`config.mk`:
```
export PLATFORM = sky130hd
export DESIGN_NAME = time_alarm_set_ctrl
export DESIGN_NICKNAME = d
export VERILOG_FILES = /design/src/rtl/time_alarm_set_ctrl.sv
export SDC_FILE = /design/constraint.sdc
export NUM_CORES = 1
export LEC_CHECK = 0
export CORE_MARGIN = 2
export CORE_UTILIZATION = 46
export DETAILED_ROUTE_END_ITERATION = 8
export PLACE_DENSITY = 0.66
export SLEW_MARGIN = 20
export SYNTH_ARGS = -nofsm -noshare
export SYNTH_HDL_FRONTEND = slang
export SYNTH_SLANG_ARGS = --single-unit
```
`constraint.sdc`:
```
create_clock -name clk -period 7.05 [get_ports clk]
set_clock_uncertainty 0.05 [all_clocks]
set_input_delay 1.41 -clock clk [delete_from_list [all_inputs] [get_ports clk]]
set_output_delay 1.41 -clock clk [all_outputs]
set_load 0.02 [all_outputs]
```
`src/rtl/time_alarm_set_ctrl.sv`:
```
// Button-driven time/alarm configuration sequencer: debounces buttons, walks the
// edit-field FSM, edits the selected field with wrap-around and strobes it back.
module time_alarm_set_ctrl #(
    parameter logic [19:0] DEBOUNCE_CYCLES = 20'd1000000,
    parameter logic [31:0] TIMEOUT_CYCLES  = 32'd1000000000,
    parameter logic [25:0] BLINK_CYCLES    = 26'd25000000
) (
    input  logic       clk,
    input  logic       rst_n,
    input  logic       btn_mode,
    input  logic       btn_inc,
    input  logic       btn_dec,
    input  logic [7:0] cur_hour,
    input  logic [7:0] cur_min,
    input  logic [7:0] cur_sec,
    input  logic [7:0] alm_hour,
    input  logic [7:0] alm_min,
    input  logic [7:0] alm_sec,
    output logic [2:0] mode,
    output logic [7:0] edit_val,
    output logic       ld_t_hour,
    output logic       ld_t_min,
    output logic       ld_t_sec,
    output logic       ld_a_hour,
    output logic       ld_a_min,
    output logic       ld_a_sec,
    output logic       halt,
    output logic       blink
);

    localparam int unsigned DW = 20;
    localparam int unsigned TW = 32;
    localparam int unsigned BW = 26;
    localparam int unsigned VW = 8;
    localparam int unsigned NB = 3;

    typedef enum logic [2:0] {
        RUN    = 3'b000,
        T_HOUR = 3'b001,
        T_MIN  = 3'b010,
        T_SEC  = 3'b011,
        A_HOUR = 3'b100,
        A_MIN  = 3'b101,
        A_SEC  = 3'b110,
        BAD    = 3'b111
    } state_t;

    logic [NB-1:0] sync1, sync2, level, press;
    logic [DW-1:0] db_cnt [NB];

    // Per-button synchronizer, debounce and rising-edge press pulse ({mode, inc, dec})
    always_ff @(posedge clk) begin
        if (!rst_n) begin
            sync1 <= '0;
            sync2 <= '0;
            level <= '0;
            press <= '0;
            for (int i = 0; i < int'(NB); i++) db_cnt[i] <= '0;
        end else begin
            sync1 <= {btn_mode, btn_inc, btn_dec};
            sync2 <= sync1;
            for (int i = 0; i < int'(NB); i++) begin
                press[i] <= 1'b0;
                if (sync2[i] == level[i]) begin
                    db_cnt[i] <= '0;
                end else if (db_cnt[i] == DEBOUNCE_CYCLES - 20'd1) begin
                    level[i]  <= sync2[i];
                    db_cnt[i] <= '0;
                    press[i]  <= sync2[i];
                end else begin
                    db_cnt[i] <= db_cnt[i] + DW'(1);
                end
            end
        end
    end

    logic p_mode, p_inc, p_dec;
    assign p_mode = press[2];
    assign p_inc  = press[1];
    assign p_dec  = press[0];

    state_t        state, state_nxt, succ;
    logic          commit, commit_nxt;
    logic [VW-1:0] val_nxt, succ_val, fmax, stepped;
    logic [5:0]    ld_r, ld_nxt, ld_sel;
    logic          halt_nxt, blink_nxt;
    logic [TW-1:0] tmo_cnt, tmo_nxt;
    logic [BW-1:0] blink_cnt, blink_cnt_nxt;

    // Successor field, its source value and the strobe for the current field
    always_comb begin
        succ   = RUN;
        ld_sel = 6'b000000;
        case (state)
            RUN:     succ = T_HOUR;
            T_HOUR:  begin succ = T_MIN;  ld_sel = 6'b100000; end
            T_MIN:   begin succ = T_SEC;  ld_sel = 6'b010000; end
            T_SEC:   begin succ = A_HOUR; ld_sel = 6'b001000; end
            A_HOUR:  begin succ = A_MIN;  ld_sel = 6'b000100; end
            A_MIN:   begin succ = A_SEC;  ld_sel = 6'b000010; end
            A_SEC:   begin succ = RUN;    ld_sel = 6'b000001; end
            default: succ = RUN;
        endcase
    end

    always_comb begin
        succ_val = '0;
        case (succ)
            T_HOUR:  succ_val = cur_hour;
            T_MIN:   succ_val = cur_min;
            T_SEC:   succ_val = cur_sec;
            A_HOUR:  succ_val = alm_hour;
            A_MIN:   succ_val = alm_min;
            A_SEC:   succ_val = alm_sec;
            default: succ_val = '0;
        endcase
    end

    // Wrap-around step; an out-of-range value snaps to 0 on the first edit
    always_comb begin
        fmax    = (state == T_HOUR || state == A_HOUR) ? VW'(23) : VW'(59);
        stepped = edit_val;
        if (edit_val > fmax)  stepped = '0;
        else if (p_inc)       stepped = (edit_val == fmax) ? '0 : edit_val + VW'(1);
        else                  stepped = (edit_val == '0) ? fmax : edit_val - VW'(1);
    end

    // Next-state and registered-output logic
    always_comb begin
        state_nxt     = state;
        commit_nxt    = 1'b0;
        val_nxt       = edit_val;
        ld_nxt        = '0;
        tmo_nxt       = tmo_cnt + TW'(1);
        blink_nxt     = blink;
        blink_cnt_nxt = blink_cnt + BW'(1);

        if (state == BAD) begin
            state_nxt = RUN;
            val_nxt   = '0;
        end else if (commit) begin
            state_nxt = succ;
            val_nxt   = succ_val;
        end else if (state == RUN) begin
            if (p_mode) begin
                state_nxt = succ;
                val_nxt   = succ_val;
            end
        end else if (p_mode) begin
            commit_nxt = 1'b1;
            ld_nxt     = ld_sel;
        end else if (tmo_cnt == TIMEOUT_CYCLES - 32'd1) begin
            state_nxt = RUN;
            val_nxt   = '0;
        end else if (p_inc ^ p_dec) begin
            val_nxt = stepped;
        end

        if (state_nxt == RUN || |press) tmo_nxt = '0;

        halt_nxt = (state_nxt == T_HOUR || state_nxt == T_MIN || state_nxt == T_SEC);

        if (state_nxt == RUN || state_nxt == BAD) begin
            blink_nxt     = 1'b0;
            blink_cnt_nxt = '0;
        end else if (state_nxt != state) begin
            blink_nxt     = 1'b1;
            blink_cnt_nxt = '0;
        end else if (blink_cnt == BLINK_CYCLES - 26'd1) begin
            blink_nxt     = ~blink;
            blink_cnt_nxt = '0;
        end
    end

    always_ff @(posedge clk) begin
        if (!rst_n) begin
            state     <= RUN;
            commit    <= 1'b0;
            edit_val  <= '0;
            ld_r      <= '0;
            halt      <= 1'b0;
            blink     <= 1'b0;
            tmo_cnt   <= '0;
            blink_cnt <= '0;
        end else begin
            state     <= state_nxt;
            commit    <= commit_nxt;
            edit_val  <= val_nxt;
            ld_r      <= ld_nxt;
            halt      <= halt_nxt;
            blink     <= blink_nxt;
            tmo_cnt   <= tmo_nxt;
            blink_cnt <= blink_cnt_nxt;
        end
    end

    assign mode = state;
    assign {ld_t_hour, ld_t_min, ld_t_sec, ld_a_hour, ld_a_min, ld_a_sec} = ld_r;

endmodule

```
# Word level (Yosys, flattened, before mapping)
# Memories as Yosys holds them, arrays and structs flattened.
# Cells that the tools add are included.
[totals] mem_bits_rw=60 latch_bits=0 out_inout_bits=19 reg_bits=90 romBits=0 memories=1
[op_classes] n_div=0 n_eq_ne=29 bitwise=19 order_cmp=1 shifts=0 n_reduce_logical=24 n_mux=66 n_mul=0 n_addsub=7
[mem_list] name="db_cnt" words=3 width=20 read_ports=3 rd_ports_with_merged_regs=0 write_ports=3 line="49" rtl="logic [DW-1:0] db_cnt [NB];"
[op_table] op="20-bit 2-to-1 mux" count=9
[op_table] op="8-bit 2-to-1 mux" count=10
[op_table] op="20-bit by 1-bit adder with 20-bit output, second input constant" count=3
[op_table] op="20-bit == test, second input constant" count=3
[op_table] op="8-bit case mux with 6 select lines" count=1
[op_table] op="1-bit 2-to-1 mux" count=37
[op_table] op="6-bit case mux with 6 select lines" count=1
[op_table] op="32-bit by 1-bit adder with 32-bit output, second input constant" count=1
[op_table] op="32-bit by 30-bit == test with 1-bit output, second input constant" count=1
[op_table] op="26-bit by 1-bit adder with 26-bit output, second input constant" count=1
[op_table] op="26-bit by 25-bit == test with 1-bit output, second input constant" count=1
[op_table] op="3-bit == test, second input constant" count=8
[op_table] op="3-bit by 2-bit == test with 1-bit output, second input constant" count=6
[op_table] op="3-bit 2-to-1 mux" count=6
[op_table] op="3-bit case mux with 6 select lines" count=1
[op_table] op="3-bit OR reduction" count=4
[op_table] op="3-bit by 1-bit == test with 1-bit output, second input constant" count=3
[op_table] op="1-bit inverter" count=9
[op_table] op="1-bit bitwise OR" count=9
[op_table] op="8-bit by 1-bit adder with 8-bit output, second input constant" count=1
[op_table] op="8-bit by 6-bit == test with 1-bit output" count=1
[op_table] op="8-bit by 6-bit > comparator with 1-bit output" count=1
[op_table] op="8-bit logical NOT" count=1
[op_table] op="4-bit OR reduction" count=2
[op_table] op="other kinds (15)" count=26

# Longest topological paths before layout
# Gate-level depths: netlist of the first run.
[depth] depth_word=12 ltp_mapped=11

# Least setup slack after synthesis of the first run
# OpenSTA, ideal clock, no wires.
[synth_path] path_kind="input -> register" start="in rst_n" end="reg ld_r[4]" arrival_ns=2.645 n_path_buf=1 path_slack_ns=4.277 stages=7 setup_ns=0.078 cell_sequence="clkbuf_1 inv_1 a31oi_1 nand3_1 inv_1 nand2_1 nor3_1"
[synth_via] elab_chain_cells=2
[synth_lines] item="from (decl)" line="9" rtl="input logic rst_n,"
[synth_lines] item="1-bit inverter (no line)"
[synth_lines] item="5-bit OR reduction (no line)"
[synth_lines] item="to (signal assigned)" line="189" rtl="ld_r <= ld_nxt;"
[synth_lines] item="to (decl)" line="85" rtl="logic [5:0] ld_r, ld_nxt, ld_sel;"
# Every way passes these cells.
# A chain may end at the register's enable or synchronous reset.

# Worst setup path in the final report of the first run
# Same ends and word-level chain as after synthesis.

==> results of run 1 <==
-- power by group through the flow --
stage,clock network (mW),registers (mW),logic (mW)
after floorplan,0,0.948,0.0341
after global placement,0,0.952,0.0676
after detailed placement,0,0.953,0.0682
after CTS,0.955,0.934,0.0687
after global routing,0.991,0.937,0.0775
final,0.937,0.934,0.0693
-- critical path: stages --
cell	delay, ps
clkdlybuf4s50_1	800
inv_1	240
a31oi_1	700
nand3_1	280
inv_1	140
nand2_1	100
nor3_1	170
-- final timing paths --
path | from | to | slack, ps | cells past startpoint
max | rst_n | ld_r[4] | 3500 | 7
min | sync1[0] | sync2[0] | 390 | 1
max reg2reg | mode[0] | edit_val[0] | 3900 | 11
min reg2reg | sync1[0] | sync2[0] | 390 | 1
-- metrics by stage --
stage | worst slack, ps | util (%) | cells
after floorplan | 4280 | - | 939
final | 3500 | 56.4 | 1235
after CTS | 3530 | 56.4 | 1235
after global placement | 3210 | 52.9 | 1203
after global routing | 3310 | 56.4 | 1235
after detailed placement | 3140 | 52.9 | 1203
-- state kept, by name (all words and copies together), names as in the netlist, 3 cells and up --
name	flops
blink_cnt	26
db_cnt	60
edit_val	8
ld_r	6
level	3
mode	3
press	3
sync1	3
sync2	3
tmo_cnt	32
-- cell type report --
class,instances,area share (%)
tap,225,2.92
timing repair buffer,75,7.67
multi-input combinational,731,44.9
inverter,22,0.856
clock buffer,21,4.78
sequential,150,37.3
clock inverter,11,1.49
-- cells in the final DEF, fill, tap and decap left out, drive strengths merged, types with 3 or more instances in the layout --
master         netlist  layout
nor2               152     152
dfxtp               90      90
xor2                73      73
clkdlybuf4s50        0      71
nand2               65      65
edfxtp              60      60
conb                 1      60
nand3               60      60
xnor2               39      39
nand4               30      30
a21oi               28      28
inv                 22      27
nor3                25      25
o21ai               25      25
clkbuf              26      21
and3                17      17
ha                  12      12
and4                11      11
mux2i               11      11
and2                10      10
nor4                10      10
or3                 10      10
nor2b                9       9
a31oi                8       8
or2                  8       8
mux2                 7       7
nor4b                6       6
a22oi                6       6
nand3b               5       5
nand2b               4       4
o22ai                4       4
buf                 10       4
nor3b                3       3
o22a                 3       3
a2bb2oi              3       3
bufinv               0       3
clkinv               0       3
-- routing by layer --
layer / global-route usage, % / vias to the layer above / routed length [µm]
met3: 3.48 / 21 / 568
met2: 30.8 / 97 / 8060
met4: 6.48 / 0 / 242
met1: 26.4 / 3017 / 8410
met5: 0 / - / 0
li1: - / 3286 / -
-- logic make-up (layout without fill, tap and decap cells) --
| family | count (synthesis) | count (layout) | synth area share [%] |
|---|---|---|---|
| AOI/OAI and AO/OA | 96 | 96 | 7.64 |
| xor gates and xnor gates | 112 | 112 | 12.3 |
| adders and majority gates | 12 | 12 | 1.88 |
| buffers and inverters | 58 | 129 | 3.26 |
| DFF | 150 | 150 | 45.2 |
| muxes | 19 | 19 | 2.65 |
| other | 1 | 60 | 0.0470 |
| and+or+nand+nor | 432 | 432 | 27.1 |
==> results_dict.tcl, run 1 <==
set metrics [dict create \
    yosysUniqueCellTypes 66 \
    clkLatencyLatePin_ps 420 \
    synth_flop_cell "dfxtp_1" \
    finalHoldViolCount 0 \
    fin_area_mm2 0.00965 \
    synth_edf_count 60 \
    crit_fanout 17 \
    p_per_area_mw_per_mm2 201 \
    post-route-period-util_pct 50.4 \
    numClockSinks 150 \
    drt_iter0_drc 370 \
    synth_warnings 0 \
    htreeDepth 4 \
    cp.required_ps 7330 \
    ys_seq_area_share_pct 45.2 \
    rsz0062_at_grt "false" \
    drive_gt1_share_pct 5.64 \
    ys_async_sr_fraction_pct 0 \
    dpl_cell_area_mm2 0.00905 \
    finalSetupViolCount 0 \
    synth_commonest_cells "nor2_1, dfxtp_1, xor2_1, nand2_1, edfxtp_1" \
    fin_setup_tns_ps 0 \
    postSynthCellCount 880 \
    fmax_mhz 282 \
    track_usage_pct 19.3 \
    dr.pass1.iters 5 \
    post-synth-top-count-cell "nor2_1" \
    period_needed_ps 3550 \
    cts_tree "built" \
    die_x_um 136 \
    multiInputGateArea_mm2 0.00434 \
    cap_violations 0 \
    pin_count 72 \
    avgSynthCellArea_um2 9.07 \
    yosysTopAreaCell "dfxtp_1" \
    power_frac_clock_pct 48.3 \
    postCtsSetupBuffers 0 \
    power_switching_uw 400 \
    floorplan.initialDensity_pct 46.6 \
    antenna_found_initial 0 \
    grt_max_degree 37 \
    synthTopCellsByArea "dfxtp_1, edfxtp_1, xor2_1" \
    synth.top_cell.area_share_pct 22.6 \
    core-area_mm2 0.0171 \
    gp_congestion 0.834 \
    sw_frac_of_total_pct 20.6 \
    seq_power_share_pct 48.2 \
    ys_ff_latch 150 \
    p_leak_nw 3.36 \
    syn_area_mm2 0.00798 \
    hpwlAfterDp_um 12100 \
    criticalPathCategory "input pin to register" \
    die_y_um 136 \
    rows 48 \
    final-max-slew-violation-count 0 \
    vias 6421 \
    worst_setup_path_end_kind "register" \
    port-buffer-count 71 \
    clk_pin_slew_ps 60 \
    drc 0 \
    clock-root-buffer "clkbuf_16" \
    tightest_slew_ps 869 \
    cts-buffers-inserted 17 \
    routed_wl_um 17300 \
    ir_drop_mv 0.158 \
    internal-power_mw 1.54 \
    fin_nets 1062 \
    grt.overflow.total 0 \
    slew_headroom_pct 41.8 \
    register_area_mm2 0.00360 \
    grt_pass1_vias 5952 \
    wl_per_cell_um 14.0 \
    crit_arrival_ps 3830 \
    power.total_mw 1.94 \
    holdWs_ps 388 \
    area.growth.synth_to_final_pct 20.9 \
    viasPerCell 5.20 \
    antenna_left 0 \
    n_fill_cell 1582 \
    hold_buffers 0 \
    outcome "finished, final reports clean" \
    cp-start-kind "input pin" \
    die_area_mm2 0.0184 \
    cts_buffer_depth 2 \
    power_frac_comb_pct 3.6 \
    diodes 0 \
    cts_resized 0 \
    hold_path.class "register to register" \
    grt_pass1_wl_um 28600 \
]
Note: power is estimated with default switching activity, not from simulation.
==> run 2, diff against run 1 <==
Clock period 7.05 ns to 3.7 ns, I/O delays scaled along.
==> run 2 against run 1 <==
Net effect:
- sequential power up 91%
- power is 85% higher
- combinational power rose by 92%
- die area is the same
- routed wire length shrank 2.6%
- first-iteration DRC count down 13%
- global-route usage about the same
- non-clock buffer count up 4
- setup slack worse by 2500 ps
- register-to-register slack got worse by 2800 ps
- sequential share of layout area fell by 0.053 points
==> results_dict.tcl, run 2 (synthesis results as in run 1) <==
set metrics [dict create \
    outcome "finished, final reports clean" \
    hold_buffers 0 \
    rsz0062_at_grt "false" \
    dr.pass1.iters 5 \
    wl_per_cell_um 13.6 \
    clkLatencyLatePin_ps 430 \
    clk_pin_slew_ps 60 \
    port-buffer-count 71 \
    pin_count 72 \
    post-route-period-util_pct 71.8 \
    final-max-slew-violation-count 0 \
    grt.overflow.total 0 \
    sw_frac_of_total_pct 20.9 \
    cts-buffers-inserted 17 \
    power.total_mw 3.59 \
    slew_headroom_pct 36.8 \
    postCtsSetupBuffers 0 \
    grt_max_degree 36 \
    hpwlAfterDp_um 12100 \
    core-area_mm2 0.0171 \
    hold_depth 1 \
    cp.buffers_inverters 2 \
    worst_setup_path_end_kind "primary output" \
    power_frac_clock_pct 46.7 \
    drive_gt1_share_pct 6.22 \
    min_to "sync2[1]" \
    criticalPathCategory "register to primary output" \
    grt_pass1_wl_um 28400 \
    cp-start-kind "register" \
    cts_resized 0 \
    vias 6366 \
    floorplan.initialDensity_pct 46.6 \
    clock-root-buffer "clkbuf_16" \
    crit_fanout 35 \
    fin_nets 1066 \
    slowest_delay_ps 730 \
    internal-power_mw 2.84 \
    min_from "sync1[1]" \
    period_needed_ps 2660 \
    regToRegSetupSlack_ps 1070 \
    reg2reg_depth 10 \
    fin_setup_tns_ps 0 \
    antenna_left 0 \
    drt_iter0_drc 323 \
    fmax_mhz 376 \
    rows 48 \
    antenna_found_initial 0 \
    cts_buffer_depth 2 \
    r2r-end "edit_val[5]" \
    drc 0 \
    finalHoldViolCount 0 \
    cts_tree "built" \
    area.growth.synth_to_final_pct 21.1 \
    numClockSinks 150 \
    r2r_start "mode[2]" \
    cap_violations 0 \
    path_cells "buf_4, clkdlybuf4s50_1" \
    post-place-ws_ps 1000 \
    top_register "db_cnt" \
    cp.required_ps 2910 \
    largest_reg_flops 60 \
    cp_top_family "buffers and inverters" \
    htreeDepth 4 \
    reg_top3 "db_cnt (60), tmo_cnt (32), blink_cnt (26)" \
    setup_ws_ps 1040 \
    die_x_um 136 \
    mostFrequentLayoutCells "nor2_1, dfxtp_1, xor2_1" \
    holdWs_ps 386 \
    hold_path.class "register to register" \
    die_y_um 136 \
    crit_arrival_ps 1870 \
    tightest_slew_ps 939 \
    grt_pass1_vias 5975 \
    layout_commonest_cell "nor2_1" \
    place_inst 1207 \
    p_leak_nw 3.37 \
    seq_power_share_pct 49.6 \
    p_per_area_mw_per_mm2 372 \
    layout.cells.non_filler 1238 \
    track_usage_pct 19.3 \
    gp_congestion 0.871 \
    ir_drop_mv 0.323 \
    power_switching_uw 752 \
    die_area_mm2 0.0184 \
    finalSetupViolCount 0 \
    diodes 0 \
    routed_wl_um 16800 \
    viasPerCell 5.14 \
    power_frac_comb_pct 3.7 \
    crit_path_top_delay_cell "clkdlybuf4s50_1" \
]
## run 2: cell count changes in the layout (fill, tap and decap cells not counted)
cell        before  now
inv_6            3    1
inv_4            2    1
bufinv_16        3    0
clkinv_2         3    2
buf_4            4    8
clkinv_4         0    3
clkinvlp_4       0    1
clkbuf_8         0    4
clkbuf_16       18   19
clkbuf_1         3    0
## run 2: area by class of cell
type | count | area, µm²
well taps | 225 | 282
multi-input cells | 731 | 4340
clock buffers | 23 | 531
repair buffers | 79 | 771
fillers | 1560 | 7450
clock inverters | 8 | 58.8
inverters | 22 | 82.6
flip-flops and latches | 150 | 3600
## run 2: metal layers
| metal | wire length [µm] | vias to the layer above | global-route usage [%] |
|---|---|---|---|
| li1 | - | 3307 | - |
| met3 | 554 | 21 | 3.37 |
| met2 | 7870 | 105 | 30.9 |
| met1 | 8090 | 2933 | 25.9 |
| met5 | 0 | - | 0 |
| met4 | 312 | 0 | 7.93 |
## run 2: power by group through the flow
stage,clock network (mW),registers (mW),logic [mW]
after floorplan,0,1.81,0.0650
after global placement,0,1.81,0.131
after detailed placement,0,1.82,0.132
after CTS,1.72,1.78,0.133
after global routing,1.79,1.78,0.149
final,1.68,1.78,0.133
## run 2: how the worst max path moves through the flow
| stage | startpoint | endpoint | slack, ps | depth (start not counted) |
|---|---|---|---|---|
| final | mode[1] | mode[1] | 1040 | 2 |
| after global routing | db_cnt[1][0] | db_cnt[1][5] | 900 | 6 |
| after CTS | mode[1] | mode[1] | 1000 | 2 |
| after detailed placement | rst_n | db_cnt[1][17] | 1000 | 5 |
| after global placement | rst_n | db_cnt[1][16] | 1040 | 5 |
| after floorplan | mode[1] | edit_val[0] | 1010 | 10 |
## run 2: per-stage QoR
stage               util [%]  area, µm²
floorplan                  -       8200
global placement        53.0       9080
detailed placement      53.0       9080
CTS                     56.5       9670
global route            56.5       9670
finish                  56.5       9670
==> run 3, diff against run 2 <==
Settings changed: PLACE_DENSITY 0.66 to 0.69.
Clock period 3.7 ns to 2.3 ns, I/O delays scaled along.
==> run 3 against run 2 <==
Net effect:
- flip-flop and latch count stayed put
- non-clock buffer count is 43 higher
- hold slack better by 3.9 ps
==> results_dict.tcl, run 3 (synthesis results as in run 1) <==
set metrics [dict create \
    outcome "finished, final reports clean" \
    grt_pass1_vias 6286 \
    numClockSinks 150 \
    vias 6657 \
    crit_fanout 4 \
    ir_drop_mv 0.568 \
    top_register "db_cnt" \
    layout_commonest_cell "nor2_1" \
    die_area_mm2 0.0184 \
    min_to "sync2[2]" \
    r2r_start "tmo_cnt[30]" \
    gp_congestion 0.915 \
    drc 0 \
    final-max-slew-violation-count 0 \
    drt_iter0_drc 356 \
    multiInputGateArea_mm2 0.00441 \
    period_needed_ps 2270 \
    seq_power_share_pct 48.1 \
    rsz0062_at_grt "true" \
    dpl_cell_area_mm2 0.00948 \
    mostFrequentLayoutCells "nor2_1, dfxtp_1, xor2_1" \
    grt_max_degree 36 \
    place_inst 1249 \
    track_usage_pct 20.2 \
    floorplan.initialDensity_pct 46.6 \
    hold_path.class "register to register" \
    finalHoldViolCount 0 \
    pin_count 72 \
    area.growth.synth_to_final_pct 27.0 \
    hpwlAfterDp_um 13100 \
    cts_tree "built" \
    p_per_area_mw_per_mm2 587 \
    wl_per_cell_um 13.9 \
    sw_frac_of_total_pct 22.7 \
    regToRegSetupSlack_ps 30 \
    antenna_left 0 \
    layout.cells.non_filler 1282 \
    finalSetupViolCount 0 \
    antenna_found_initial 0 \
    final_util_pct 59.2 \
    criticalPathCategory "register to register" \
    worst_setup_path_end_kind "register" \
    cp-start-kind "register" \
    diodes 0 \
    largest_reg_flops 60 \
    dr.pass1.iters 5 \
    core-area_mm2 0.0171 \
    post-route-period-util_pct 98.7 \
    cts_buffer_depth 2 \
    drive_gt1_share_pct 11.2 \
    viasPerCell 5.19 \
    cap_violations 0 \
    p_leak_nw 3.65 \
    power_frac_clock_pct 48.2 \
    crit_arrival_ps 2520 \
    fin_area_mm2 0.0101 \
    fmax_mhz 440 \
    htreeDepth 4 \
    grt.overflow.total 0 \
    power.total_mw 5.95 \
    die_y_um 136 \
    power_frac_comb_pct 3.7 \
    cp.required_ps 2550 \
    die_x_um 136 \
    internal-power_mw 4.59 \
    n_fill_cell 1538 \
    setup_ws_ps 29.5 \
    reg_top3 "db_cnt (60), tmo_cnt (32), blink_cnt (26)" \
    cts-buffers-inserted 17 \
    post-place-ws_ps -12.2 \
    fin_nets 1109 \
    clock-root-buffer "clkbuf_16" \
    power_switching_mw 1.35 \
    register_area_mm2 0.00361 \
    min_from "sync1[2]" \
    r2r-end "mode[1]" \
    clkLatencyLatePin_ps 420 \
    reg2reg_depth 6 \
    grt_pass1_wl_um 29700 \
    clk_pin_slew_ps 60 \
    hold_depth 1 \
    port-buffer-count 71 \
    rows 48 \
    routed_wl_um 17900 \
]
-- run 3: layout make-up --
class | instances | share of cell area [%]
clock inverter | 15 | 1.81
timing repair buffer | 122 | 11.3
tap | 225 | 2.78
multi-input combinational | 731 | 43.5
clock buffer | 17 | 4.20
inverter | 22 | 0.815
sequential | 150 | 35.6
-- run 3: worst max path at each step --
stage	start	depth (start not counted)	endpoint
final	tmo_cnt[30]	6	mode[1]
after global routing	mode[0]	9	edit_val[2]
after CTS	mode[2]	10	edit_val[2]
after detailed placement	mode[2]	10	edit_val[4]
after global placement	mode[2]	10	edit_val[5]
after floorplan	mode[2]	11	edit_val[5]
-- run 3: critical path, stage by stage, from the launching register on --
cell	delay [ps]
dfxtp_1	330
or3_1	340
or4_4	510
or3_4	390
or2_1	250
o2111ai_1	190
nand3_1	90
-- run 3: stage by stage --
| stage | hold WS, ps | TNS (ps) |
|---|---|---|
| after global routing | 409 | -405 |
| final | 390 | 0 |
| after floorplan | 362 | 0 |
| after detailed placement | 374 | -17.1 |
| after CTS | 389 | 0 |
| after global placement | 364 | 0 |
-- run 3: routing by layer --
layer | routed length (µm) | GRT usage (%) | vias to the layer above
met5 | 0 | 0 | -
met2 | 8360 | 31.9 | 157
met1 | 8420 | 27.9 | 3099
met3 | 863 | 4.38 | 25
li1 | - | - | 3376
met4 | 241 | 6.02 | 0
-- run 3: power groups by stage --
stage	Clock [mW]	Combinational [mW]	Sequential (mW)
after floorplan	0	0.105	2.91
after global placement	0	0.218	2.92
after detailed placement	0	0.219	2.92
after CTS	2.92	0.221	2.86
after global routing	3.04	0.249	2.87
final	2.87	0.222	2.86
-- run 3: timing repair --
item	CTS	global route
resized for setup	3	6
setup endpoints to repair	5	9
hold buffers	0	0
pin swaps	1	6
buffers inserted	0	1
